<file path="src/rtl/dmem_pkg.sv">
// Shared types and defaults for the data-memory arbiter and its storage array.
package dmem_pkg;

  localparam int DMEM_AWIDTH  = 32;
  localparam int DMEM_ALENGTH = 128;

  typedef enum logic [1:0] {
    IDLE,
    ACCESS,
    RESP
  } state_t;

  // Request captured at acceptance; fields are sized for the default data width.
  typedef struct packed {
    logic                   port;
    logic                   we;
    logic [DMEM_AWIDTH-1:0] addr;
    logic [DMEM_AWIDTH-1:0] wdata;
  } req_t;

endpackage

</file>
<file path="src/rtl/dmem_arbiter_if.sv">
// Requester-side bus (two ports sharing one response path) and storage-array bus.
interface dmem_req_if #(
  parameter int AWIDTH = dmem_pkg::DMEM_AWIDTH
) ();
  logic [1:0]        ReqVal;
  logic [1:0]        ReqRdy;
  logic [1:0]        ReqWE;
  logic [AWIDTH-1:0] Addr0;
  logic [AWIDTH-1:0] Addr1;
  logic [AWIDTH-1:0] WriDat0;
  logic [AWIDTH-1:0] WriDat1;
  logic [1:0]        RspVal;
  logic [AWIDTH-1:0] ReaDat;
  logic              RspErr;

  modport master (
    output ReqVal, ReqWE, Addr0, Addr1, WriDat0, WriDat1,
    input  ReqRdy, RspVal, ReaDat, RspErr
  );

  modport slave (
    input  ReqVal, ReqWE, Addr0, Addr1, WriDat0, WriDat1,
    output ReqRdy, RspVal, ReaDat, RspErr
  );
endinterface

interface dmem_mem_if #(
  parameter int AWIDTH = dmem_pkg::DMEM_AWIDTH
) ();
  logic              MemWE;
  logic [AWIDTH-1:0] MemAddr;
  logic [AWIDTH-1:0] MemWriDat;
  logic [AWIDTH-1:0] MemReaDat;

  modport master (
    output MemWE, MemAddr, MemWriDat,
    input  MemReaDat
  );

  modport slave (
    input  MemWE, MemAddr, MemWriDat,
    output MemReaDat
  );
endinterface

</file>
<file path="src/rtl/dmem_arbiter.sv">
// Two-port data-memory arbiter: IDLE -> ACCESS -> RESP per transaction.
// Define DMEM_ARB_RR_EN for round-robin arbitration; default is fixed priority to port 0.
module dmem_arbiter
  import dmem_pkg::*;
#(
  parameter int AWIDTH  = DMEM_AWIDTH,
  parameter int ALENGTH = DMEM_ALENGTH
) (
  input logic        clk,
  input logic        rst,
  dmem_req_if.slave  req,
  dmem_mem_if.master mem
);

  localparam logic [DMEM_AWIDTH-1:0] ALEN = DMEM_AWIDTH'(ALENGTH);

  state_t     r_state;
  req_t       r_req;
  logic [1:0] r_rsp_val;
  logic       r_rsp_err;
  logic       r_rd_ok;

  logic       w_win;
  logic       w_accept;
  logic       w_addr_oob;
  logic       w_addr_zero;
  logic       w_fault;

`ifdef DMEM_ARB_RR_EN
  logic r_rr_ptr;

  // NOTE: every signal assigned in always_comb gets a default first, so no latch is inferred.
  always_comb begin
    w_win = 1'b0;
    if (&req.ReqVal) w_win = r_rr_ptr;
    else             w_win = req.ReqVal[1];
  end
`else
  always_comb begin
    w_win = 1'b0;
    if (!req.ReqVal[0]) w_win = 1'b1;
  end
`endif

  assign w_accept   = (r_state == IDLE) && !rst && (|req.ReqVal);
  assign req.ReqRdy = w_accept ? (w_win ? 2'b10 : 2'b01) : 2'b00;

  // Full-width compare: an address is never wrapped into the array.
  assign w_addr_oob  = r_req.addr >= ALEN;
  assign w_addr_zero = r_req.addr == '0;
  assign w_fault     = w_addr_oob || (r_req.we && w_addr_zero);

  // Reset in ACCESS kills the write in the same cycle.
  assign mem.MemWE     = (r_state == ACCESS) && r_req.we && !w_fault && !rst;
  assign mem.MemAddr   = AWIDTH'(r_req.addr);
  assign mem.MemWriDat = AWIDTH'(r_req.wdata);

  // NOTE: state registers use non-blocking assignments so every flop samples pre-edge values.
  always_ff @(posedge clk) begin
    if (rst) begin
      r_state   <= IDLE;
      r_req     <= '0;
      r_rsp_val <= 2'b00;
      r_rsp_err <= 1'b0;
      r_rd_ok   <= 1'b0;
`ifdef DMEM_ARB_RR_EN
      r_rr_ptr  <= 1'b0;
`endif
    end else begin
      r_rsp_val <= 2'b00;
      r_rsp_err <= 1'b0;
      r_rd_ok   <= 1'b0;
      case (r_state)
        IDLE: begin
          if (w_accept) begin
            r_req.port  <= w_win;
            r_req.we    <= req.ReqWE[w_win];
            r_req.addr  <= DMEM_AWIDTH'(w_win ? req.Addr1 : req.Addr0);
            r_req.wdata <= DMEM_AWIDTH'(w_win ? req.WriDat1 : req.WriDat0);
            r_state     <= ACCESS;
`ifdef DMEM_ARB_RR_EN
            r_rr_ptr    <= ~w_win;
`endif
          end
        end
        ACCESS: begin
          r_rsp_val <= r_req.port ? 2'b10 : 2'b01;
          r_rsp_err <= w_fault;
          r_rd_ok   <= !r_req.we && !w_addr_oob && !w_addr_zero;
          r_state   <= RESP;
        end
        RESP:    r_state <= IDLE;
        default: r_state <= IDLE;
      endcase
    end
  end

  // Read data passes straight from the array in RESP; word 0 and faults read as 0.
  assign req.RspVal = rst ? 2'b00 : r_rsp_val;
  assign req.RspErr = r_rsp_err && !rst;
  assign req.ReaDat = (r_rd_ok && !rst) ? mem.MemReaDat : '0;

endmodule

</file>
<file path="src/flat_wrapper.sv">
// flat-port wrapper written by rule: the top's interface ports become plain ports
module dmem_arbiter_flat import dmem_pkg::*;
#(
  parameter int AWIDTH  = DMEM_AWIDTH,
  parameter int ALENGTH = DMEM_ALENGTH
)
  (clk, rst, req_ReqVal, req_ReqWE, req_Addr0, req_Addr1, req_WriDat0, req_WriDat1, req_ReqRdy, req_RspVal, req_ReaDat, req_RspErr, mem_MemWE, mem_MemAddr, mem_MemWriDat, mem_MemReaDat);
  dmem_req_if #(.AWIDTH(AWIDTH)) req_i ();
  dmem_mem_if #(.AWIDTH(AWIDTH)) mem_i ();
  input logic clk;
  input logic rst;
  input wire logic [$bits(req_i.ReqVal)-1:0] req_ReqVal;
  input wire logic [$bits(req_i.ReqWE)-1:0] req_ReqWE;
  input wire logic [$bits(req_i.Addr0)-1:0] req_Addr0;
  input wire logic [$bits(req_i.Addr1)-1:0] req_Addr1;
  input wire logic [$bits(req_i.WriDat0)-1:0] req_WriDat0;
  input wire logic [$bits(req_i.WriDat1)-1:0] req_WriDat1;
  output wire logic [$bits(req_i.ReqRdy)-1:0] req_ReqRdy;
  output wire logic [$bits(req_i.RspVal)-1:0] req_RspVal;
  output wire logic [$bits(req_i.ReaDat)-1:0] req_ReaDat;
  output wire logic [$bits(req_i.RspErr)-1:0] req_RspErr;
  output wire logic [$bits(mem_i.MemWE)-1:0] mem_MemWE;
  output wire logic [$bits(mem_i.MemAddr)-1:0] mem_MemAddr;
  output wire logic [$bits(mem_i.MemWriDat)-1:0] mem_MemWriDat;
  input wire logic [$bits(mem_i.MemReaDat)-1:0] mem_MemReaDat;
  assign req_i.ReqVal = req_ReqVal;
  assign req_i.ReqWE = req_ReqWE;
  assign req_i.Addr0 = req_Addr0;
  assign req_i.Addr1 = req_Addr1;
  assign req_i.WriDat0 = req_WriDat0;
  assign req_i.WriDat1 = req_WriDat1;
  assign req_ReqRdy = req_i.ReqRdy;
  assign req_RspVal = req_i.RspVal;
  assign req_ReaDat = req_i.ReaDat;
  assign req_RspErr = req_i.RspErr;
  assign mem_MemWE = mem_i.MemWE;
  assign mem_MemAddr = mem_i.MemAddr;
  assign mem_MemWriDat = mem_i.MemWriDat;
  assign mem_i.MemReaDat = mem_MemReaDat;
  dmem_arbiter #(.AWIDTH(AWIDTH), .ALENGTH(ALENGTH)) u_core (.clk(clk), .rst(rst), .req(req_i), .mem(mem_i));
endmodule
</file>
<file path="config.mk">
export PLATFORM = sky130hd
export DESIGN_NAME = dmem_arbiter_flat
export DESIGN_NICKNAME = d
export VERILOG_FILES = /design/src/rtl/dmem_pkg.sv /design/src/rtl/dmem_arbiter_if.sv /design/src/rtl/dmem_arbiter.sv /design/src/flat_wrapper.sv
export SDC_FILE = /design/constraint.sdc
export NUM_CORES = 1
export LEC_CHECK = 0
export ABC_AREA = 1
export CORE_ASPECT_RATIO = 0.7
export CORE_MARGIN = 1
export CORE_UTILIZATION = 30
export CTS_BUF_LIST = sky130_fd_sc_hd__clkbuf_8
export DETAILED_ROUTE_END_ITERATION = 16
export GPL_TIMING_DRIVEN = 1
export HOLD_SLACK_MARGIN = 0.06
export PLACE_DENSITY = 0.8
export SLEW_MARGIN = 20
export SYNTH_ARGS = -nofsm -noshare
export SYNTH_HDL_FRONTEND = slang
export SYNTH_SLANG_ARGS = --single-unit
</file>
<file path="constraint.sdc">
create_clock -name clk -period 2.9 [get_ports clk]
set_clock_uncertainty 0.05 [all_clocks]
set_input_delay 0.725 -clock clk [delete_from_list [all_inputs] [get_ports clk]]
set_output_delay 0.725 -clock clk [all_outputs]
set_load 0.02 [all_outputs]
</file>
== Word level (Yosys, flattened, before mapping) ==
Index checks and enable logic that the tools add are counted.
W data, S select, Z words.
Word-level totals
  register bits after elaboration: 72
  latch bits: 0
  memory bits (writable): 0
  memory bits (read-only): 0
  bits of input ports: 166
  output and inout bits: 102
  word-level logic and storage cells: 46
  memories: 0
Operators by class
  $add $sub $neg: 0
  multipliers: 0
  divide/modulo/power cells: 0
  magnitude comparators: 2
  eq/ne operators: 2
  shift-type cells: 0
  mux-type cells: 12
  bitwise logic cells: 1
  reductions and logical operators: 21
Operators with widths (number)
  $mux W32: 3
  $ge A32 B8 Y1 const B: 1
  $logic_not A32 Y1: 1
  $logic_and A1 B1 Y1: 10
  $mux W2: 5
  $logic_not A1 Y1: 5
  $pmux W2 S2: 1
  $reduce_or A2 Y1: 2
  $mux W1: 3
  $eq A2 B1 Y1 const B: 1
  $logic_not A2 Y1: 1
  $lt A1 B2 Y1 const B: 1
  $ne A2 B1 Y1 const B: 1
  $reduce_and A2 Y1: 1
  $logic_or A1 B1 Y1: 1
  $not A1 Y1: 1

== Logic depth before layout (Yosys ltp) ==
  word-level depth: 6
  mapped depth: 9
  depth with buffers taken out: 7

== Worst setup path before layout ==
No wires, ideal clock.
  path type: input-to-output
  start: in rst
  end: out req_ReqRdy[1]
  arrival: 1.683 ns
  data required time: 2.125 ns
  path slack: 0.442 ns
  cell stages on the path: 6
  buffers on the path: 2
  cell sequence: buf_2 > nor3_2 > nand2_2 > buf_4 > or2_2 > inv_1
On the way
  word-level cells in the longest chain between the ends: 4
RTL lines
  start: declaration: line flat_wrapper.sv:11  | input logic rst;
  $logic_not A1 Y1: line dmem_arbiter.sv:45  | assign w_accept = (r_state == IDLE) && !rst && (|req.ReqVal);
  $logic_and A1 B1 Y1 (2 in a row): line dmem_arbiter.sv:45
  $mux W2: line dmem_arbiter.sv:46  | assign req.ReqRdy = w_accept ? (w_win ? 2'b10 : 2'b01) : 2'b00;
  end: declaration: line flat_wrapper.sv:18  | output wire logic [$bits(req_i.ReqRdy)-1:0] req_ReqRdy;
Every way passes these cells.

== Final worst setup path ==
  start: in rst
  end: out req_ReaDat[9]
On the way
  word-level cells in the longest chain between the ends: 3
RTL lines
  $logic_not A1 Y1: line dmem_arbiter.sv:101  | assign req.ReaDat = (r_rd_ok && !rst) ? mem.MemReaDat : '0;
  $logic_and A1 B1 Y1: line dmem_arbiter.sv:101
  $mux W32: line dmem_arbiter.sv:101
  end: declaration: line flat_wrapper.sv:20  | output wire logic [$bits(req_i.ReaDat)-1:0] req_ReaDat;
Every way passes these cells.

==> impl_metrics.toml <==
[critical_path]
path_cells = "buf_2, inv_1, nand2_1, buf_12, nor2_1, clkdlybuf4s50_1"
crit_path_max_fanout = 32
r2r_slack_ns = 1.24
worstPathRequired_ns = 2.12
critPathCaptureType = "output pin"
max_stage_delay_ns = 0.65
cp-start-kind = "input port"
r2r-end = "u_core.mem.MemAddr[15]$_SDFFE_PP0P_"
reg2reg_depth = 6
startpoint = "rst"
cp.arrival_ns = 2.00
path_class = "in -> out"
regToRegStartpoint = "u_core.r_state[0]$_SDFFE_PP0P_"
critical-path-slowest-cell = "clkdlybuf4s50_1"

[place]
io_buffers = 267
hpwl_microns = 9690
dp_cells = 924
postPlaceCellArea_sq_um = 6470
finalWeightedCongestion = 0.730

[clock_network]
cts_hold_buf = 0
cts_root_buf = "clkbuf_8"
clk_pin_slew_ns = 0.06
htreeDepth = 3
cts_tree = "yes"
clk_latency_ns = 0.34
clock_sinks = 72
cts-buffers-inserted = 9
clk_path_buf_depth = 2
post-cts-setup-buffers = 0

[pwr]
power_mw = 2.58
powerDensity_nw_per_um2 = 387
vdd_drop_max_v = 0.000228
power.leakage_nw = 2.64

[route]
drt_wl_total_microns = 12600
first_pass_iters = 4
wl_per_cell_microns = 13.4
final_antenna_net_count = 0
vias_per_cell = 4.26
wl_met3_microns = 865
drc = 0
wl_met2_microns = 6050
vias = 4003
wl_met1_microns = 5560
drt_iter0_markers = 83
routed.top_layer = "met4"

[logic_synthesis]
synth.distinct_cells = 17
synth_nets = 725
yosysTopAreaCellShare_pct = 34.6
syn_area_sq_um = 4170
async_flop_share_pct = 0
synth_ff_type = "dfxtp_1"
synth-seq-cells = 72
synth_edf_count = 0
yosys.area.top_type = "dfxtp_1"
seq_area_frac_synth_pct = 34.6
yosys-top-cells-count = "nand2_1 (147), dfxtp_1 (72), buf_4 (71), a21oi_1 (66), mux2_2 (65)"
avgSynthCellArea_sq_um = 7.45
synth_area_leaders = "dfxtp_1 (35%), mux2_2 (18%), nand2_1 (13%)"
yosysWarnings = 0
syn_inst = 559
synth_most_common_cell = "nand2_1"

[die]
die_h_microns = 101
die_area_sq_um = 14400
start_util_pct = 31.2
io_pins = 268
core_area_sq_um = 13400
row_count = 35
dieWidth_microns = 143

[global_routing]
grt_pass1_vias = 3879
overflow = 0
grt_use_total_pct = 17.4
grt_pass1_wl_microns = 19300
grt_max_degree = 67
antenna_found_initial = 0

[run_status]
status = "completed"

[final_layout]
final_cells = 940
drive_above_1_share_pct = 12.7
design_area_sq_um = 6650
nets = 916
diodes = 0
area_delta_synth_final_pct = 59.5
fillers = 1309

[sta]
drv_slew = 0
tightest_slew_ns = 0.698
rsz0062_at_grt = "false"
hold_viol = 0
period_needed_ns = 2.77
fin_crit_sh_pct = 95.6
max_freq_mhz = 361
whs_ns = 0.363
setup_viol = 0
relSlewSlack_pct = 53.5

[hold_path]
min_from = "u_core.r_req[65]$_SDFFE_PP0P_"
hold_end = "u_core.r_rsp_val[0]$_SDFF_PP0_"
worstHoldPathCells = 1
holdCritPathClass = "reg -> reg"

[job]
drv_cap = 0
==> power breakdown <==
part	switching, mW	internal, mW
clock	0.351	0.384
combinational	0.321	0.426
sequential	0.0393	1.05
total	0.712	1.86
==> what timing repair did <==
| item | CTS | global route |
|---|---|---|
| endpoints found under the setup margin | 3 | 1 |
| gates resized for setup | 5 | 1 |
| cloned | 0 | 0 |
| pin swaps | 0 | 0 |
==> flip-flops by register name, indices dropped and copies added, names as in the netlist <==
| signal | count |
|---|---|
| u_core.r_rd_ok | 1 |
| u_core.r_req | 2 |
| u_core.r_rsp_val | 2 |
| u_core.r_rsp_err | 1 |
| u_core.mem.MemWriDat | 32 |
| u_core.mem.MemAddr | 32 |
| u_core.r_state | 2 |
==> kinds of logic (layout without fill, tap and decap cells) <==
family	after synthesis	after routing	synth area share, %
compound gates	67	67	8.05
simple gates	214	214	19.6
mux	65	65	17.6
buf+inv	141	337	20.2
flops	72	72	34.6
==> per-layer routing <==
| metal | vias to the layer above | track usage [%] |
|---|---|---|
| met5 | - | 0 |
| met1 | 1812 | 20.6 |
| met4 | 0 | 4.30 |
| met2 | 118 | 30.2 |
| li1 | 2063 | - |
| met3 | 10 | 5.75 |
==> critical path: cells and delay by family <==
family	cells	cell delay [ns]
buffers and inverters	4	1.04
and+or+nand+nor	2	0.22
==> worst max-delay path by stage <==
stage / depth (start not counted) / slack [ns] / endpoint
6_report: 6 / 0.13 / req_ReaDat[9]
5_1_grt: 6 / 0.07 / req_ReaDat[9]
4_1_cts: 7 / 0.02 / req_ReqRdy[1]
3_5_place_dp: 7 / -0.27 / req_ReqRdy[1]
3_3_place_gp: 7 / -0.25 / req_ReqRdy[1]
2_1_floorplan: 6 / 0.44 / req_ReqRdy[1]
==> cell usage in the layout (no fill, tap or decap) <==
cell type	n
a21oi_1	66
buf_12	1
buf_2	2
buf_4	9
bufinv_16	1
clkbuf_2	1
clkbuf_8	9
clkdlybuf4s50_1	262
clkinv_2	3
dfxtp_1	72
dlygate4sd2_1	2
inv_1	46
inv_2	1
mux2_2	65
nand2_1	147
nand2_2	1
nand3_1	2
nor2_1	61
nor2_2	1
nor3_2	1
o21ai_0	1
or2_2	1
==> through the flow <==
stage | util, % | setup slack (ns) | setup TNS (ns)
3_3_place_gp | 48.5 | -0.252 | -0.344
3_5_place_dp | 48.5 | -0.270 | -0.382
5_1_grt | 49.8 | 0.0688 | 0
2_1_floorplan | - | 0.442 | 0
6_report | 49.8 | 0.127 | 0
4_1_cts | 49.8 | 0.0241 | 0
==> cell type report <==
class	instances	area (sq um)	area share, %
clock buffer	9	124	1.86
clock inverter	7	56.3	0.847
inverter	44	165	2.48
multi-input combinational	346	1890	28.4
sequential	72	1440	21.7
tap	185	231	3.48
timing repair buffer	277	2740	41.3
Note: power is estimated with default switching activity, not from simulation.
